## src/rtl/seg7_pkg.sv

```systemverilog
// Shared 7-segment encoding, FSM states and conversion constants. Both the
// display encoder and the decoder use these so the two directions agree.
package seg7_pkg;

  // Segment order {a,b,c,d,e,f,g}, bit 6 = a, active-high.
  localparam logic [6:0] SEG_0     = 7'b1111110;
  localparam logic [6:0] SEG_1     = 7'b0110000;
  localparam logic [6:0] SEG_2     = 7'b1101101;
  localparam logic [6:0] SEG_3     = 7'b1111001;
  localparam logic [6:0] SEG_4     = 7'b0110011;
  localparam logic [6:0] SEG_5     = 7'b1011011;
  localparam logic [6:0] SEG_6     = 7'b1011111;
  localparam logic [6:0] SEG_7     = 7'b1110000;
  localparam logic [6:0] SEG_8     = 7'b1111111;
  localparam logic [6:0] SEG_9     = 7'b1111011;
  localparam logic [6:0] SEG_BLANK = 7'b0000000;
  localparam logic [6:0] SEG_DASH  = 7'b0000001;

  // Number of shift steps: one per bit of the 10-bit accumulator (0..999).
  localparam logic [3:0] CONV_STEPS = 4'd10;

  typedef enum logic [1:0] {
    IDLE,
    DECODE,
    CONVERT,
    DONE
  } state_t;

  // The three patterns captured at the start-accept edge.
  typedef struct packed {
    logic [6:0] h;
    logic [6:0] t;
    logic [6:0] o;
  } seg_triplet_t;

  // Digit to pattern, used by the display encoder; out-of-range shows a dash.
  function automatic logic [6:0] seg_encode(input logic [3:0] digit);
    case (digit)
      4'd0:    return SEG_0;
      4'd1:    return SEG_1;
      4'd2:    return SEG_2;
      4'd3:    return SEG_3;
      4'd4:    return SEG_4;
      4'd5:    return SEG_5;
      4'd6:    return SEG_6;
      4'd7:    return SEG_7;
      4'd8:    return SEG_8;
      4'd9:    return SEG_9;
      default: return SEG_DASH;
    endcase
  endfunction

  // Reverse double-dabble correction: after a right shift, a BCD nibble
  // that reads 8 or more received a carried-in "16" worth 10, so take 3 off.
  function automatic logic [3:0] bcd_adjust(input logic [3:0] n);
    return (n >= 4'd8) ? 4'(n - 4'd3) : n;
  endfunction

endpackage

```

## src/rtl/seg7_to_bcd.sv

```systemverilog
// Combinational decode of one 7-segment pattern to a BCD digit plus a
// legality flag. A blank pattern is a legal zero only where allow_blank is set.
module seg7_to_bcd
  import seg7_pkg::*;
(
  input  logic [6:0] seg,
  input  logic       allow_blank,
  output logic [3:0] digit,
  output logic       valid
);

  // Look up the pattern in the display encoding; anything else is illegal.
  always_comb begin
    // NOTE: every output gets a default before the case so no path leaves
    // a value unassigned, which would otherwise infer a latch.
    digit = 4'd0;
    valid = 1'b0;
    case (seg)
      SEG_0:     begin digit = 4'd0; valid = 1'b1; end
      SEG_1:     begin digit = 4'd1; valid = 1'b1; end
      SEG_2:     begin digit = 4'd2; valid = 1'b1; end
      SEG_3:     begin digit = 4'd3; valid = 1'b1; end
      SEG_4:     begin digit = 4'd4; valid = 1'b1; end
      SEG_5:     begin digit = 4'd5; valid = 1'b1; end
      SEG_6:     begin digit = 4'd6; valid = 1'b1; end
      SEG_7:     begin digit = 4'd7; valid = 1'b1; end
      SEG_8:     begin digit = 4'd8; valid = 1'b1; end
      SEG_9:     begin digit = 4'd9; valid = 1'b1; end
      SEG_BLANK: begin digit = 4'd0; valid = allow_blank; end
      default:   begin digit = 4'd0; valid = 1'b0; end
    endcase
  end

endmodule

```

## src/rtl/seg7_to_binary.sv

```systemverilog
// Three-digit 7-segment to 8-bit binary decoder with start/busy/done
// handshake. Patterns are captured on accept, validated, then converted by
// a 10-step reverse double-dabble on a {bcd[11:0], acc[9:0]} shift register.
module seg7_to_binary
  import seg7_pkg::*;
(
  input  logic       clk,
  input  logic       rst,
  input  logic       start,
  input  logic [6:0] seg_h,
  input  logic [6:0] seg_t,
  input  logic [6:0] seg_o,
  output logic [7:0] bin,
  output logic       busy,
  output logic       done,
  output logic       err_seg,
  output logic       err_range
);

  state_t       state_q, state_d;
  seg_triplet_t cap_q, cap_d;
  logic [3:0]   step_q, step_d;
  logic [21:0]  sr_q, sr_d;
  logic [7:0]   bin_d;
  logic         busy_d, done_d, err_seg_d, err_range_d;

  logic [3:0]   dig_h, dig_t, dig_o;
  logic         ok_h, ok_t, ok_o;
  logic [21:0]  sr_shift, sr_step;
  logic [9:0]   acc;

  // Leading blanks are allowed on hundreds and tens, never on ones.
  seg7_to_bcd u_dec_h (.seg(cap_q.h), .allow_blank(1'b1), .digit(dig_h), .valid(ok_h));
  seg7_to_bcd u_dec_t (.seg(cap_q.t), .allow_blank(1'b1), .digit(dig_t), .valid(ok_t));
  seg7_to_bcd u_dec_o (.seg(cap_q.o), .allow_blank(1'b0), .digit(dig_o), .valid(ok_o));

  // One conversion step: shift everything right, then correct each BCD nibble.
  always_comb begin
    sr_shift = sr_q >> 1;
    sr_step  = {bcd_adjust(sr_shift[21:18]),
                bcd_adjust(sr_shift[17:14]),
                bcd_adjust(sr_shift[13:10]),
                sr_shift[9:0]};
    acc      = sr_q[9:0];
  end

  // Next-state and next-output logic; everything holds unless a state acts.
  always_comb begin
    state_d     = state_q;
    cap_d       = cap_q;
    step_d      = step_q;
    sr_d        = sr_q;
    bin_d       = bin;
    busy_d      = busy;
    done_d      = done;
    err_seg_d   = err_seg;
    err_range_d = err_range;

    case (state_q)
      IDLE: begin
        if (start) begin
          cap_d   = '{h: seg_h, t: seg_t, o: seg_o};
          busy_d  = 1'b1;
          state_d = DECODE;
        end
      end

      DECODE: begin
        if (!(ok_h && ok_t && ok_o)) begin
          err_seg_d   = 1'b1;
          err_range_d = 1'b0;
          bin_d       = 8'd0;
          done_d      = 1'b1;
          state_d     = DONE;
        end else begin
          sr_d    = {dig_h, dig_t, dig_o, 10'd0};
          step_d  = 4'd0;
          state_d = CONVERT;
        end
      end

      CONVERT: begin
        if (step_q != CONV_STEPS) begin
          sr_d   = sr_step;
          step_d = step_q + 4'd1;
        end else begin
          if (acc > 10'd255) begin
            err_range_d = 1'b1;
            bin_d       = 8'd0;
          end else begin
            err_range_d = 1'b0;
            bin_d       = acc[7:0];
          end
          err_seg_d = 1'b0;
          done_d    = 1'b1;
          state_d   = DONE;
        end
      end

      DONE: begin
        done_d  = 1'b0;
        busy_d  = 1'b0;
        state_d = IDLE;
      end

      default: state_d = IDLE;
    endcase
  end

  // State and output registers; reset aborts any request in flight.
  always_ff @(posedge clk or posedge rst) begin
    if (rst) begin
      state_q   <= IDLE;
      cap_q     <= '0;
      step_q    <= 4'd0;
      sr_q      <= '0;
      bin       <= 8'd0;
      busy      <= 1'b0;
      done      <= 1'b0;
      err_seg   <= 1'b0;
      err_range <= 1'b0;
    end else begin
      // NOTE: non-blocking assignments so every register updates from the
      // values of the previous cycle, independent of statement order.
      state_q   <= state_d;
      cap_q     <= cap_d;
      step_q    <= step_d;
      sr_q      <= sr_d;
      bin       <= bin_d;
      busy      <= busy_d;
      done      <= done_d;
      err_seg   <= err_seg_d;
      err_range <= err_range_d;
    end
  end

endmodule

```

## config.mk

```make
export PLATFORM = sky130hd
export DESIGN_NAME = seg7_to_binary
export DESIGN_NICKNAME = d
export VERILOG_FILES = /design/src/rtl/seg7_pkg.sv /design/src/rtl/seg7_to_bcd.sv /design/src/rtl/seg7_to_binary.sv
export SDC_FILE = /design/constraint.sdc
export NUM_CORES = 1
export LEC_CHECK = 0
export CORE_ASPECT_RATIO = 0.5
export CORE_MARGIN = 4
export CORE_UTILIZATION = 53
export DETAILED_ROUTE_END_ITERATION = 12
export PLACE_DENSITY = 0.75
export SYNTH_ARGS = -nofsm -noshare
export SYNTH_HDL_FRONTEND = slang
export SYNTH_HIERARCHICAL = 1
export SYNTH_SLANG_ARGS = --single-unit
```

## constraint.sdc

```tcl
create_clock -name clk -period 2.8 [get_ports clk]
set_clock_uncertainty 0.1 [all_clocks]
set_input_delay 0.28 -clock clk [delete_from_list [all_inputs] [get_ports clk]]
set_output_delay 0.28 -clock clk [all_outputs]
set_load 0.02 [all_outputs]
```

# After elaboration in Yosys (flattened, before gate mapping)
# Cells that the tools add are included.
# Widths: inputs -> output; s select.
[word_totals]
input_bits = 24
reg_bits = 61
output_inout_bits = 12
[op_classes]
reduce_logical = 17
order_cmp = 4
eq_ne = 39
n_addsub = 4
mux = 34
[op_table]
columns = ["operator", "count"]
rows = [
  ["$eq 7x7->1 const B", 24],
  ["$pmux 4 s9", 3],
  ["$mux 22", 2],
  ["$pmux 22 s2", 1],
  ["$eq 7x6->1 const B", 6],
  ["$mux 8", 3],
  ["$reduce_or 11->1", 2],
  ["$mux 4", 5],
  ["$pmux 8 s2", 1],
  ["$logic_not 7->1", 2],
  ["$mux 1", 11],
  ["$gt 10x8->1 const B", 1],
  ["$ne 2x2->1 const B", 5],
  ["$reduce_or 10->1", 1],
  ["$reduce_and 3->1", 3],
  ["$ge 4x4->1 const B", 2],
  ["$pmux 2 s4", 1],
  ["$pmux 4 s2", 1],
  ["$sub 4x2->4 const B", 2],
  ["$pmux 1 s2", 3],
  ["$reduce_and 2->1", 3],
  ["$add 4x1->4 const B", 1],
  ["$eq 2x2->1 const B", 2],
  ["$ge 3x4->1 const B", 1],
  ["other kinds (9)", 12],
]

# Longest topological paths before layout
# Gate-level depths: netlist (run 1).
[depth]
word_depth = 7
mapped_depth = 11
depth_no_buf = 8

# Hierarchy
# Netlist (run 1), hierarchy kept.
[by_module_without_submodules]
columns = ["module", "seq_area_each_um2", "n_inst", "area_each_um2", "cells_each"]
rows = [
  ["seg7_to_binary", 1526.5, 1, 2810.2, 263],
  ["seg7_to_bcd", 0.0, 3, 203.9, 27],
]

# Worst setup path before layout (run 1)
# No wires, ideal clock.
[synth_timing]
path_kind = "register to register"
from = "register cap_q[4] (netlist bit)"
to = "register step_q[1]"
stages_incl_launch_ff = 11
arrival_ns = 2.102
path_slack_ns = 0.463
setup_ns = 0.136
required_time_ns = 2.564
synth_period_minus_slack_ns = 2.337
path_cell_list = "dfrtp_1 buf_4 xnor2_1 or4b_4 nand4b_1 nand3_1 a221o_1 buf_6 buf_6 nand2_2 o31ai_4"
[synth_between]
elab_chain_len = 6
elab_cells_between_ends = 15
cone_classes = "eq/ne: 11; mux: 1; reduce/logical: 3"
[synth_rtl]
columns = ["item", "line", "text"]
rows = [
  ["from (decl)", "seg7_to_binary.sv:21", "seg_triplet_t cap_q, cap_d;"],
  ["from (signal assigned)", "seg7_to_binary.sv:126", "cap_q <= cap_d;"],
  ["$eq 7x7->1 or $eq 7x6->1 (tied branches)", "seg7_to_bcd.sv:18", "case (seg)"],
  ["$reduce_or 10->1 (no source line) *", "n/a", ""],
  ["$mux 1 *", "seg7_to_bcd.sv:18", ""],
  ["via ok_o", "seg7_to_binary.sv:28", "logic ok_h, ok_t, ok_o;"],
  ["$logic_and 1x1->1 *", "seg7_to_binary.sv:69", "if (!(ok_h && ok_t && ok_o)) begin"],
  ["$ne 2x2->1 (no source line) *", "n/a", ""],
  ["$reduce_and 3->1 (no source line) *", "n/a", ""],
  ["to (signal assigned)", "seg7_to_binary.sv:127", "step_q <= step_d;"],
  ["to (decl)", "seg7_to_binary.sv:22", "logic [3:0] step_q, step_d;"],
]
# Mark *: on every way through the listed nets, which the timed path passes. The rest lies on a longest branch.
# A chain may end at the register's enable or synchronous reset.

# Worst setup path in the final report (run 1)
[layout_timing]
from = "register cap_q[3] (netlist bit)"
to = "register sr_q[12]"
[layout_between]
elab_chain_len = 6
elab_cells_between_ends = 18
cone_classes = "eq/ne: 11; mux: 4; reduce/logical: 3"
[layout_rtl]
columns = ["item", "line", "text"]
rows = [
  ["$eq 7x7->1 or $eq 7x6->1 (tied branches)", "seg7_to_bcd.sv:18", ""],
  ["$reduce_or 10->1 (no source line) *", "n/a", ""],
  ["$mux 1 *", "seg7_to_bcd.sv:18", ""],
  ["via ok_o", "seg7_to_binary.sv:28", ""],
  ["$logic_and 1x1->1 *", "seg7_to_binary.sv:69", ""],
  ["$ne 2x2->1 (no source line) *", "n/a", ""],
  ["$reduce_and 3->1 (no source line) *", "n/a", ""],
  ["to (signal assigned)", "seg7_to_binary.sv:128", "sr_q <= sr_d;"],
  ["to (decl)", "seg7_to_binary.sv:23", "logic [21:0] sr_q, sr_d;"],
]
# Mark *: on every way through the listed nets, which the timed path passes. The rest lies on a longest branch. The select of a mux whose other input is x is not followed.

==> impl_metrics.yaml, run 1 <==
sta:
  finalSetupViolCount: 0
  period_needed_ns: 2.581
  finalSetupTns_ns: 0
  maxSlewViolCount: 0
  max_freq_mhz: 387.4
  period_share_pct: 92.19
  fin_ws_ns: 0.2187
  rsz0062_at_grt: "no"
  hold_viol_final: 0
clock_tree:
  ctsLongestPathBuffers: 2
  numCtsBuffers: 9
  cts_max_level: 3
  cts_root_buf: "clkbuf_16"
  clk_pin_slew_worst_paths_ns: 0.05
  cts_tree: "done"
  cts.hold.buffers_added: 0
  clkSinkCount: 61
  worstSkewPairLatency_ns: 0.34
placement:
  hpwl_mm: 4.829
  io_buffers: 35
  dpl_cell_area_mm2: 0.003821
  detailedPlace.worstSlack_ns: 0.1550
  place.gp.congestion: 0.8618
drt:
  routed-via-count: 2595
  routed_wl_mm: 6.952
  drc_errors: 0
  via_per_inst: 5.510
  ant_nets: 0
  wl_per_cell_um: 14.76
  drt_iter0_markers: 103
  drtPass1Iterations: 4
setup_path:
  r2r_start: "cap_q[3]"
  crit_path_max_fanout: 35
  worstSetupPathType: "register to register"
  cp-start-kind: "register"
  cp.required_ns: 2.96
  crit_path_end_kind: "register"
  worstPathArrival_ns: 2.74
  ff2ff_path_depth: 8
  r2r_slack_ns: 0.22
  worst_r2r_endpoint: "sr_q[12]"
grt:
  grt_antenna_before_repair: 0
  grt_overflow: 0
  grt_pass1_wl_mm: 11.65
  grt_pass1_vias: 2473
  grt_max_degree: 62
  grt_util_all_layers_pct: 19.22
final_layout:
  n_antenna_cell: 0
  area_delta_synth_final_pct: 21.90
  postLayoutCellArea_mm2: 0.004172
  drive_gt1_share_pct: 16.45
  fillCellCount: 497
  finalNetCount: 413
synthesis:
  ys_types: 47
  synth-main-ff-cell: "dfrtp_1"
  ys_warn_count: 6
  synth-async-reset-ratio_pct: 100.0
  synthCells: 344
  syn_area_mm2: 0.003422
  synth_edf_count: 0
  seq_area_frac_synth_pct: 44.61
  synth_seq_cells: 61
  synth.avg_cell_area_um2: 9.948
floorplanning:
  die_h_um: 64.82
  start_util_pct: 55.59
  num_io_pins: 36
  die_x_um: 121.6
  coreArea_mm2: 0.006156
  dieArea_mm2: 0.007884
  rows: 20
power:
  powerDensity_mw_per_mm2: 1082
  p_leak_nw: 1.745
  total_power_w: 0.004514
  peakVddDrop_uv: 477.0
outcome:
  status: "complete, no violations"
worst_hold_path:
  hold_class: "primary input to async pin"
flow_run:
  cap_viol_max_count: 0
## logic make-up (layout without fill, tap and decap cells)
kind of cell,Yosys count,in the layout,synth area share (%)
other,2,3,0.2195
AOI/OAI and AO/OA,64,64,13.27
muxes,28,28,8.958
xor gates and xnor gates,7,7,1.792
DFF,61,61,44.61
and+or+nand+nor,139,139,21.79
adders and majority gates,11,11,4.022
buffers and inverters,32,70,5.338
## through the flow
| step | util (%) | hold WS [ns] | instances |
|---|---|---|---|
| 2_1_floorplan | - | 0.3304 | 345 |
| 3_3_place_gp | 62.07 | 0.3514 | 455 |
| 3_5_place_dp | 62.07 | 0.3700 | 455 |
| 4_1_cts | 67.15 | 0.2285 | 471 |
| 5_1_grt | 67.76 | 0.2260 | 471 |
| 6_report | 67.76 | 0.2136 | 471 |
## worst max-delay path by stage
stage	start	to	slack, ns
CTS	cap_q[1]	sr_q[17]	0.13
detailed placement	cap_q[1]	sr_q[17]	0.15
global route	cap_q[15]	sr_q[8]	0.03
global placement	cap_q[1]	sr_q[16]	0.25
finish	cap_q[3]	sr_q[12]	0.22
floorplan	cap_q[4]	step_q[1]	0.46
## critical path, stage by stage, from the launching register on
cell and delay (ns):
dfrtp_1 0.48, nand3_1 0.23, or4b_4 0.54, nand4b_1 0.13, nand3_1 0.18, a221o_1 0.35
buf_6 0.20, a211o_1 0.24, o21ai_1 0.07
## flip-flops by register name, summed over array words and instances, names as in the netlist
| register | count |
|---|---|
| busy | 1 |
| cap_q | 21 |
| step_q | 4 |
| done | 1 |
| err_seg | 1 |
| err_range | 1 |
| bin | 8 |
| sr_q | 22 |
| state_q | 2 |
## placed cells by master (no fill, tap or decap), types with 6 or more instances in the layout
master,Yosys,routed
nand2_1,59,59
dfrtp_1,61,59
clkdlybuf4s50_1,0,35
o21ai_1,21,21
nand3_1,21,21
mux2_2,21,21
nor2_1,14,14
ha_1,11,11
clkbuf_16,0,9
o21ai_0,8,8
inv_1,9,8
mux2i_1,7,7
a21oi_1,7,7
xnor2_1,7,7
nand4b_1,7,7
buf_4,4,7
o311ai_1,6,6
## what timing repair did
item	CTS	global route
setup buffers	0	0
setup endpoints to repair	0	11
gates resized for setup	0	7
## Yosys cell counts (4+ instances only)
library cell  count  area, um2
buf_6             6      67.56
nand4_1           4      25.02
clkbuf_1          7      26.28
nand2_1          59      221.5
nand4b_1          7      61.31
nand3_1          21      105.1
mux2_2           21      236.5
and2_1            4      25.02
nor3_1            5      25.02
a21oi_1           7      35.03
inv_1             9      33.78
ha_1             11      137.6
mux2i_1           7      70.07
buf_4             4      30.03
o21ai_0           8      40.04
o21ai_1          21      105.1
xnor2_1           7      61.31
o311ai_1          6      52.55
nor2_1           14      52.55
dfrtp_1          61       1526
## cell type report
type                    count  area, um2  area share (%)
multi-input cells         252       1748           41.90
flip-flops and latches     61       1529           36.65
inverters                  10      37.54          0.8998
clock buffers              13      270.3           6.479
well taps                  88      110.1           2.639
repair buffers             44      434.2           10.41
clock inverters             3      42.54           1.020
## metal layers
layer | global-route usage, % | routed length (um)
met1 | 25.22 | 3345
met2 | 28.32 | 3034
met3 | 7.934 | 423
met4 | 7.682 | 149
met5 | 0 | 0
## where the power goes
group | internal, W | switching, W | total, W
Clock | 0.000759 | 0.000384 | 0.00114
Combinational | 0.000779 | 0.000973 | 0.00175
Sequential | 0.00115 | 0.000467 | 0.00162
No activity file was read; power rests on OpenSTA's default activity.
==> run 2: changes to the inputs <==
Settings changed: ABC_CLOCK_PERIOD_IN_PS set to 2800, CELL_PAD_IN_SITES_DETAIL_PLACEMENT set to 0, CELL_PAD_IN_SITES_GLOBAL_PLACEMENT set to 1, CORE_UTILIZATION 53 to 46, CTS_BUF_LIST set to sky130_fd_sc_hd__clkbuf_4 sky130_fd_sc_hd__clkbuf_8, PLACE_DENSITY 0.75 to unset, PLACE_DENSITY_LB_ADDON set to 0.1.
==> impl_metrics.yaml, run 2 (synthesized netlist as in run 1, its figures left out) <==
outcome:
  status: "complete, no violations"
sta:
  rsz0062_at_grt: "no"
  period_needed_ns: 2.594
  max_freq_mhz: 385.5
  hold_viol_final: 0
  whs_ns: 0.2519
  worst_pin_slew_ns: 0.6427
  maxSlewViolCount: 0
  period_share_pct: 92.66
  finalSetupViolCount: 0
  finalSetupTns_ns: 0
  slew_headroom_pct: 57.09
final_layout:
  finalNetCount: 414
  drive_gt1_share_pct: 17.45
  layout_common_cells: "nand2_1, dfrtp_1, clkdlybuf4s50_1"
  final_common_cell: "nand2_1"
  area_delta_synth_final_pct: 18.50
  largest_reg_flops: 22
  n_antenna_cell: 0
  largestRegisters: "sr_q (22), cap_q (21), bin (8)"
  top_register: "sr_q"
grt:
  grt_util_met1_pct: 21.61
  use_met3_pct: 5.538
  grt_use_met2_pct: 26.79
  grt_antenna_before_repair: 0
  grt_max_degree: 36
  grt_util_all_layers_pct: 16.71
  grt_overflow: 0
  busiest_layer: "met2"
  grt_pass1_wl_mm: 11.63
  grt_pass1_vias: 2488
floorplanning:
  die_x_um: 130.0
  coreArea_mm2: 0.006937
  num_io_pins: 36
  start_util_pct: 49.33
  rows: 21
  die_h_um: 68.99
  dieArea_mm2: 0.008967
drt:
  ant_nets: 0
  routed_wl_mm: 6.780
  drt_iter0_markers: 128
  wl_per_cell_um: 14.24
  routed-via-count: 2611
  drc_errors: 0
  via_per_inst: 5.485
  drtPass1Iterations: 4
setup_path:
  crit_path_end_kind: "register"
  r2r_start: "cap_q[14]"
  r2r_slack_ns: 0.21
  path_buf_inv: 1
  cp.required_ns: 2.90
  crit_start: "cap_q[14]"
  worst_r2r_endpoint: "sr_q[17]"
  cp_slowest_cell: "or4b_4"
  worst-path-stages: 8
  crit_end: "sr_q[17]"
  ff2ff_path_depth: 8
  cp-start-kind: "register"
  crit_path_max_fanout: 35
  crit_family: "simple AND/OR/NAND/NOR gates"
  worstPathArrival_ns: 2.70
  path_cells: "nand3_1 -> or4b_4 -> nand4b_1 -> nand3_2 -> a221o_1 -> buf_6 -> nor3_1 -> a211oi_1"
  cp_slowest_stage_delay_ns: 0.53
  worstSetupPathType: "register to register"
power:
  peakVddDrop_uv: 455.7
  powerDensity_mw_per_mm2: 1004
  p_leak_nw: 1.689
clock_tree:
  clk_pin_slew_worst_paths_ns: 0.07
  cts_tree: "done"
  cts_max_level: 3
  ctsLongestPathBuffers: 2
  cts_root_buf: "clkbuf_8"
  worstSkewPairLatency_ns: 0.34
  cts.hold.buffers_added: 0
  clkSinkCount: 61
  numCtsBuffers: 9
placement:
  io_buffers: 35
  hpwl_mm: 4.760
  place.gp.congestion: 0.8317
flow_run:
  cap_viol_max_count: 0
worst_hold_path:
  hold_class: "primary input to async pin"
[run 2: changes by cell type in the layout (fill, tap and decap cells not counted), moves of 2 or more]
cell / delta
clkbuf_16: -9
clkbuf_8: +8
clkinv_2: +2
dfrtp_1: -2
dfrtp_2: +2
[run 2: metal layers]
layer  up-vias  part of all wire [%]
met5         -                     0
met4         0                   1.3
met3         9                   4.1
met2        49                    43
met1      1250                    51
li1       1303                     -
[run 2: how the worst min path moves through the flow]
stage | endpoint | slack, ns | depth (start not counted)
after CTS | bin[4] | 0.27 | 2
after detailed placement | busy | 0.37 | 2
final | bin[7] | 0.25 | 2
after floorplan | cap_q[18] | 0.33 | 1
after global placement | busy | 0.36 | 2
after global routing | bin[7] | 0.31 | 2
[run 2: stage by stage]
step | instance area, um2 | utilization [%] | setup WS [ns] | total power, W | cells
2_1_floorplan | 3426 | - | 0.4626 | 0.002975 | 345
3_3_place_gp | 3826 | 55.16 | 0.2521 | 0.003219 | 459
3_5_place_dp | 3826 | 55.16 | 0.1282 | 0.003285 | 459
4_1_cts | 4008 | 57.77 | 0.09100 | 0.004017 | 475
5_1_grt | 4055 | 58.46 | 0.02962 | 0.004403 | 476
6_report | 4055 | 58.46 | 0.2057 | 0.004072 | 476
[run 2: power breakdown]
| part | total, W | internal, W | switching (W) |
|---|---|---|---|
| Combinational | 0.00175 | 0.000787 | 0.000961 |
| Clock | 0.000710 | 0.000375 | 0.000336 |
| Sequential | 0.00161 | 0.00115 | 0.000461 |
[run 2: final cells by class]
class / instances / area (um2)
Timing Repair Buffer: 45 / 441.7
Multi-Input combinational cell: 252 / 1748
Tap cell: 92 / 115.1
Clock buffer: 12 / 158.9
Sequential cell: 61 / 1531
Inverter: 10 / 37.54
Fill cell: 612 / 2882
Clock inverter: 4 / 22.52
[run 2: timing repair]
action / in CTS / in global routing
endpoints found under the hold margin: 0 / 0
setup endpoints to repair: 0 / 25
gates resized for setup: 0 / 9
buffers inserted: 0 / 1
